<file path="src/rtl/frame_ram_arbiter.sv">
// -----------------------------------------------------------------------------
// frame_ram_arbiter
//
// Shares one single-port frame RAM between two requesters:
//   - a display read controller (latency-critical), and
//   - a host writer.
// Reads win by default. A starvation counter forces one write through after
// STARVE_LIMIT consecutive read grants that a pending write had to wait behind.
//
// Ports
//   clk_in, reset_in                  rising-edge clock, sync active-high reset
//   rd_req_in / rd_addr_in            read request (held until granted)
//   rd_grant_out                      read accepted this cycle (combinational)
//   rd_valid_out / rd_data_out        read return, 2 cycles after the grant
//   wr_req_in / wr_addr_in / wr_data_in   write request (held until granted)
//   wr_grant_out                      write accepted this cycle (combinational)
//   ram_we_out / ram_addr_out / ram_wdata_out   registered RAM port
//   ram_rdata_in                      RAM read data, 1-cycle registered latency
// -----------------------------------------------------------------------------
module frame_ram_arbiter #(
    parameter int ADDR_WIDTH   = 13,
    parameter int DATA_WIDTH   = 32,
    parameter int STARVE_LIMIT = 16
) (
    input  logic                  clk_in,
    input  logic                  reset_in,
    input  logic                  rd_req_in,
    input  logic [ADDR_WIDTH-1:0] rd_addr_in,
    output logic                  rd_grant_out,
    output logic [DATA_WIDTH-1:0] rd_data_out,
    output logic                  rd_valid_out,
    input  logic                  wr_req_in,
    input  logic [ADDR_WIDTH-1:0] wr_addr_in,
    input  logic [DATA_WIDTH-1:0] wr_data_in,
    output logic                  wr_grant_out,
    output logic                  ram_we_out,
    output logic [ADDR_WIDTH-1:0] ram_addr_out,
    output logic [DATA_WIDTH-1:0] ram_wdata_out,
    input  logic [DATA_WIDTH-1:0] ram_rdata_in
);

    localparam int                CNT_W     = $clog2(STARVE_LIMIT + 1);
    localparam logic [CNT_W-1:0]  CNT_MAX   = CNT_W'(STARVE_LIMIT);
    // Grant -> RAM address register -> RAM output register.
    localparam int                RD_STAGES = 2;

    logic [CNT_W-1:0]      starve_cnt_q, starve_cnt_d;
    logic [RD_STAGES-1:0]  vld_pipe_q,   vld_pipe_d;
    logic                  ram_we_q,     ram_we_d;
    logic [ADDR_WIDTH-1:0] ram_addr_q,   ram_addr_d;
    logic [DATA_WIDTH-1:0] ram_wdata_q,  ram_wdata_d;

    logic starve_force;
    logic rd_grant;
    logic wr_grant;

    // Arbitration depends only on requests, reset and the counter; RAM read
    // data never feeds back into it.
    always_comb begin
        starve_force = rd_req_in && wr_req_in && (starve_cnt_q == CNT_MAX);
        rd_grant     = !reset_in && rd_req_in && !starve_force;
        wr_grant     = !reset_in && wr_req_in && !rd_grant;
    end

    always_comb begin
        // Counter only tracks an uninterrupted wait: a dropped write request
        // or a serviced write starts the count over.
        starve_cnt_d = starve_cnt_q;
        if (!wr_req_in || wr_grant) begin
            starve_cnt_d = '0;
        end else if (rd_grant && (starve_cnt_q != CNT_MAX)) begin
            starve_cnt_d = starve_cnt_q + CNT_W'(1);
        end

        vld_pipe_d = {vld_pipe_q[RD_STAGES-2:0], rd_grant};

        // Idle cycles leave address/data parked; only the write enable drops.
        ram_we_d    = wr_grant;
        ram_addr_d  = ram_addr_q;
        ram_wdata_d = ram_wdata_q;
        if (wr_grant) begin
            ram_addr_d  = wr_addr_in;
            ram_wdata_d = wr_data_in;
        end else if (rd_grant) begin
            ram_addr_d  = rd_addr_in;
        end
    end

    always_ff @(posedge clk_in) begin
        if (reset_in) begin
            starve_cnt_q <= '0;
            vld_pipe_q   <= '0;
            ram_we_q     <= 1'b0;
            ram_addr_q   <= '0;
            ram_wdata_q  <= '0;
        end else begin
            starve_cnt_q <= starve_cnt_d;
            vld_pipe_q   <= vld_pipe_d;
            ram_we_q     <= ram_we_d;
            ram_addr_q   <= ram_addr_d;
            ram_wdata_q  <= ram_wdata_d;
        end
    end

    // Masking with reset_in kills in-flight reads and a write that was granted
    // the cycle before reset rose, so nothing leaks out once reset is seen.
    assign rd_grant_out  = rd_grant;
    assign wr_grant_out  = wr_grant;
    assign rd_valid_out  = vld_pipe_q[RD_STAGES-1] && !reset_in;
    assign rd_data_out   = rd_valid_out ? ram_rdata_in : '0;
    assign ram_we_out    = ram_we_q && !reset_in;
    assign ram_addr_out  = ram_addr_q;
    assign ram_wdata_out = ram_wdata_q;

endmodule

</file>
<file path="config.mk">
export PLATFORM = sky130hd
export DESIGN_NAME = frame_ram_arbiter
export DESIGN_NICKNAME = d
export VERILOG_FILES = /design/src/rtl/frame_ram_arbiter.sv
export SDC_FILE = /design/constraint.sdc
export NUM_CORES = 1
export LEC_CHECK = 0
export ABC_AREA = 1
export CAP_MARGIN = 20
export CORE_MARGIN = 2
export CORE_UTILIZATION = 34
export DETAILED_ROUTE_END_ITERATION = 6
export GPL_TIMING_DRIVEN = 0
export PLACE_DENSITY_LB_ADDON = 0.05
export SLEW_MARGIN = 40
export SYNTH_ARGS = -nofsm -noshare
export SYNTH_HDL_FRONTEND = slang
export SYNTH_SLANG_ARGS = --single-unit
</file>
<file path="constraint.sdc">
create_clock -name clk_in -period 1.6 [get_ports clk_in]
set_input_delay 0.16 -clock clk_in [delete_from_list [all_inputs] [get_ports clk_in]]
set_output_delay 0.16 -clock clk_in [all_outputs]
set_load 0.03 [all_outputs]
</file>
# Yosys cells after proc, flatten, opt, wreduce, memory -nomap -nowiden
# Cells that the tools add are included.
# W data, S select, Z words.
# op_classes
n_reduce_logical,16
mul,0
bitwise_logic,0
mux,3
n_lt_le_gt_ge,0
shifts,0
div,0
eq_ne,2
addsub,1
# op_table
operator,n
$mux W32,1
$mux W13,2
$logic_and A1 B1 Y1,9
$add A5 B1 Y5 const B,1
$eq A5 B5 Y1 const B,1
$ne A5 B5 Y1 const B,1
$logic_not A1 Y1,4
$reduce_bool A2 Y1,1
$reduce_or A2 Y1,1
$logic_or A1 B1 Y1,1
# word_totals
mem_bits_rw,0
romBits,0
latch_bits,0
in_bits,94
reg_bits,53
mem_count,0

# Logic depth before layout (Yosys ltp)
# logic_depth
ltp_word,8
mapped_depth,11
ltp_nobuf,10

# Worst setup path after synthesis
# No wires, ideal clock.
# synth_path
path_type,register to register
from,register starve_cnt_q[0]
to,"register ram_wdata_q[12], in the netlist ram_wdata_out[12]"
required_time_ns,1.486
path_slack_ns,0.242
synth_period_minus_slack_ns,1.358
path_buffers,1
arrival_ns,1.244
path_stages_with_launch,12
path_cell_list,dfxtp_1 -> inv_1 -> ha_1 -> nand2_1 -> inv_1 -> nand2_1 -> nand2_1 -> nand2_4 -> inv_2 -> buf_2 -> nand2_1 -> nand2_1
# synth_via
elab_chain_cells,6
# synth_rtl
item,line_no,text
from (decl),47,"logic [CNT_W-1:0] starve_cnt_q, starve_cnt_d;"
from (signal assigned),97,starve_cnt_q <= starve_cnt_d;
$eq A5 B5 Y1,60,starve_force = rd_req_in && wr_req_in && (starve_cnt_q == CNT_MAX);
$logic_and A1 B1 Y1,60,
$logic_not A1 Y1,61,rd_grant = !reset_in && rd_req_in && !starve_force;
$logic_and A1 B1 Y1,61,
$logic_not A1 Y1,62,wr_grant = !reset_in && wr_req_in && !rd_grant;
$logic_and A1 B1 Y1,62,
named net wr_grant_out,35,"output logic wr_grant_out,"
to (signal assigned),101,ram_wdata_q <= ram_wdata_d;
to (decl),51,"logic [DATA_WIDTH-1:0] ram_wdata_q, ram_wdata_d;"
# The timed path passes the listed nets, and every way through them passes these cells.
# A chain may end at the register's enable or synchronous reset.

# Worst setup path after layout
# layout_path
from,"register ram_addr_q[12], in the netlist ram_addr_out[12]"
to,output port ram_addr_out[12]
# layout_lines
item,line_no,text
from (decl),50,"logic [ADDR_WIDTH-1:0] ram_addr_q, ram_addr_d;"
from (signal assigned),100,ram_addr_q <= ram_addr_d;
to (decl),37,"output logic [ADDR_WIDTH-1:0] ram_addr_out,"
# No word-level cell between the ends.

==> out/results.txt <==
post-route DRC violation count -> 0
internal power -> 2.12 mW
hold path startpoint -> reset_in
CP Capture Type -> output pin
Peak supply drop -> 0.524 mV
Post-CTS Hold Fix Bufs -> 0
most frequent cells after synthesis -> 75 x nand2_1, 53 x dfxtp_1, 43 x inv_1
number of global-route vias before repair -> 2586
status -> finished clean
crit path time final -> 1.51 ns
layout cells sized above 1 -> 16.2%
first-pass GRT wire length -> 12.4 mm
CP arrival -> 1.35 ns
TNS Setup -> 0 ns
Inserted Clock Buffers -> 5
worst slew pin tran -> 0.462 ns
ant diodes -> 0
register area share after synthesis -> 46.3%
FF-to-FF Start -> starve_cnt_q[0]
I/O pin total -> 175
Buffers on Ports -> 174
Post-Syn Area -> 2290 sq um
Post-Syn Nets -> 420
P&R area growth vs syn -> 82.2%
Cell Rows -> 29
clock skew -> 0.00434 ns
Hold Path End -> vld_pipe_q[1]
post-synthesis register bit count -> 53
final setup violation count -> 0
R2R cell count -> 12
Slew Viols, Final -> 0
Clock Power Share -> 24.4%
fin crit share -> 94.7%
gr ovfl total -> 0
Cells after Synth -> 324
worst path cell trace -> clkdlybuf4s50_1
Hold Vio Cnt, Final -> 0
P_sw -> 0.846 mW
design area -> 4180 sq um
delay-heaviest family, CP -> buffers and inverters
crit start category -> flop
core area -> 6420 sq um
H-tree Lvls -> 2
CTS tree -> yes
Post-Route WL -> 7.91 mm
sequential share of power -> 48.3%
DR iter-0 viols -> 107
Synth area leaders -> dfxtp_1 46%, nand2_1 12%, nand3_1 7.9%, inv_1 7.0%, nor2_1 6.7%
max incr delay on CP -> 0.72 ns
post-DP HPWL -> 6.09 mm
most common cell in the netlist -> nand2_1
GP Congestion -> 0.745
CTS clk-pin slew, worst paths -> 0.09 ns
die height -> 86.1 microns
Nets -> 607
fmax -> 0.660 GHz
r2r setup slk -> 0.09 ns
Netlist cell types -> 22
DIE WIDTH -> 86.1 microns
Relative slew margins -> 69.2%
max_cap viols -> 0
metal2 WL -> 3.75 mm
Placed Area -> 4130 sq um
Sw Share -> 28.5%
gr usage total -> 20.9%
die area -> 7410 sq um
remaining antenna violation count -> 0
number of synthesized flops with an enable pin -> 0
Root Buffer Master -> clkbuf_8
ys flop type -> dfxtp_1
Critical Path Fanout Max -> 2
routed length on met1 -> 3.47 mm
Pwr per Cell Area -> 710 nW/um^2
Synth async-reset ratio -> 0%
CP max stage cell -> clkdlybuf4s50_1
initial antenna violation count -> 0
via count -> 2687
DR top layer -> met4
worst hold path depth -> 2
CP required -> 1.44 ns
final core occ -> 65.0%
YS warnings -> 0
leakage -> 2.07 nW
drt wl/cell -> 13.4 microns
Vias per Instance -> 4.56
pin count of the biggest net entering global routing -> 16
CP bufs+invs -> 1
Worst R2R End -> ram_wdata_out[30]
Hold Crit Class -> in -> reg
Clk Latency, worst-skew pair -> 0.30 ns
Syn Area/Cell -> 7.07 sq um
Setup Crit Path Kind -> reg -> out
first-pass detailed-route iteration total -> 4
Yosys top cell by area -> dfxtp_1
Yosys top cell area share -> 46.3%
wire length on met3 -> 599 microns
Initial Util -> 35.7%
CTS sink count -> 53
Combinational Power Share -> 27.2%
maximum buffer depth of the clock tree -> 2
[routing by layer]
metal | GRT usage [%] | up-vias
li1 | - | 1363
met1 | 27.5 | 1219
met2 | 35.1 | 99
met3 | 4.23 | 6
met4 | 5.05 | 0
met5 | 0 | -
[worst reg2reg max path, stage by stage, from the launching register on]
cell,delay (ns)
dfxtp_2,0.33
inv_2,0.06
ha_4,0.13
nand2_2,0.05
inv_2,0.06
nand2_2,0.06
nand2_2,0.08
nand2_4,0.06
buf_4,0.13
buf_8,0.14
buf_4,0.17
nand3_1,0.09
nand2_1,0.06
[worst max path at each step]
stage / from / end / slack (ns) / cells after the start
after floorplan: starve_cnt_q[0] / ram_wdata_out[12] / 0.24 / 11
after global placement: reset_in / rd_data_out[22] / -0.76 / 7
after detailed placement: reset_in / rd_data_out[3] / -0.77 / 7
after CTS: reset_in / rd_data_out[21] / -0.01 / 7
after global routing: starve_cnt_q[0] / ram_wdata_out[30] / -0.00004 / 12
final: ram_addr_out[12] / ram_addr_out[12] / 0.09 / 1
[cell families after synthesis]
kind of cell	share of synthesized area, %
DFF	46.3
AOI/OAI and AO/OA	8.90
buffers and inverters	12.8
xor gates and xnor gates	1.15
and+or+nand+nor	29.8
adders and majority gates	1.09
[placed cells by master (no fill, tap or decap), types with 12 or more instances in the layout]
| cell | Yosys | final |
|---|---|---|
| a21oi_1 | 13 | 13 |
| buf_2 | 7 | 28 |
| inv_1 | 43 | 40 |
| buf_4 | 3 | 13 |
| nand3_1 | 36 | 35 |
| nor2_1 | 41 | 41 |
| dfxtp_1 | 53 | 51 |
| o21ai_0 | 25 | 25 |
| nand2_2 | 7 | 12 |
| nand2_1 | 75 | 70 |
| clkdlybuf4s50_1 | 0 | 137 |
[flip-flops by register name, indices dropped and copies added (netlist names)]
| name | count |
|---|---|
| vld_pipe_q | 2 |
| ram_we_q | 1 |
| ram_wdata_out | 32 |
| ram_addr_out | 13 |
| starve_cnt_q | 5 |
[layout make-up]
| cell class | count | area, sq um |
|---|---|---|
| fillers | 607 | 2250 |
| flip-flops and latches | 53 | 1060 |
| clock buffers | 7 | 76.3 |
| well taps | 77 | 96.3 |
| plain buffers | 17 | 120 |
| multi-input cells | 206 | 967 |
| inverters | 46 | 175 |
| repair buffers | 182 | 1670 |
| clock inverters | 1 | 7.51 |
[power by group through the flow]
stage / combinational, mW / clock (mW) / sequential [mW]
3_5_place_dp: 0.805 / 0 / 1.46
2_1_floorplan: 0.208 / 0 / 1.60
6_report: 0.808 / 0.725 / 1.43
5_1_grt: 0.865 / 0.810 / 1.44
3_3_place_gp: 0.796 / 0 / 1.46
4_1_cts: 0.821 / 0.754 / 1.43
[repair_timing]
| item | 4_1_cts | 5_1_grt |
|---|---|---|
| pin swaps | 3 | 3 |
| resized for setup | 133 | 56 |
| setup endpoints to repair | 36 | 64 |
| setup buffers | 7 | 1 |
| cloned | 0 | 0 |
[per-stage QoR]
stage	setup WS (ns)	hold slack, ns	power, mW	instances
global placement	-0.765	0.408	2.26	575
floorplan	0.242	0.231	1.81	324
global route	-0.0000406	0.120	3.12	589
finish	0.0852	0.114	2.97	589
detailed placement	-0.772	0.412	2.27	575
CTS	-0.0132	0.298	3.01	590
No activity file was read; power rests on OpenSTA's default activity.
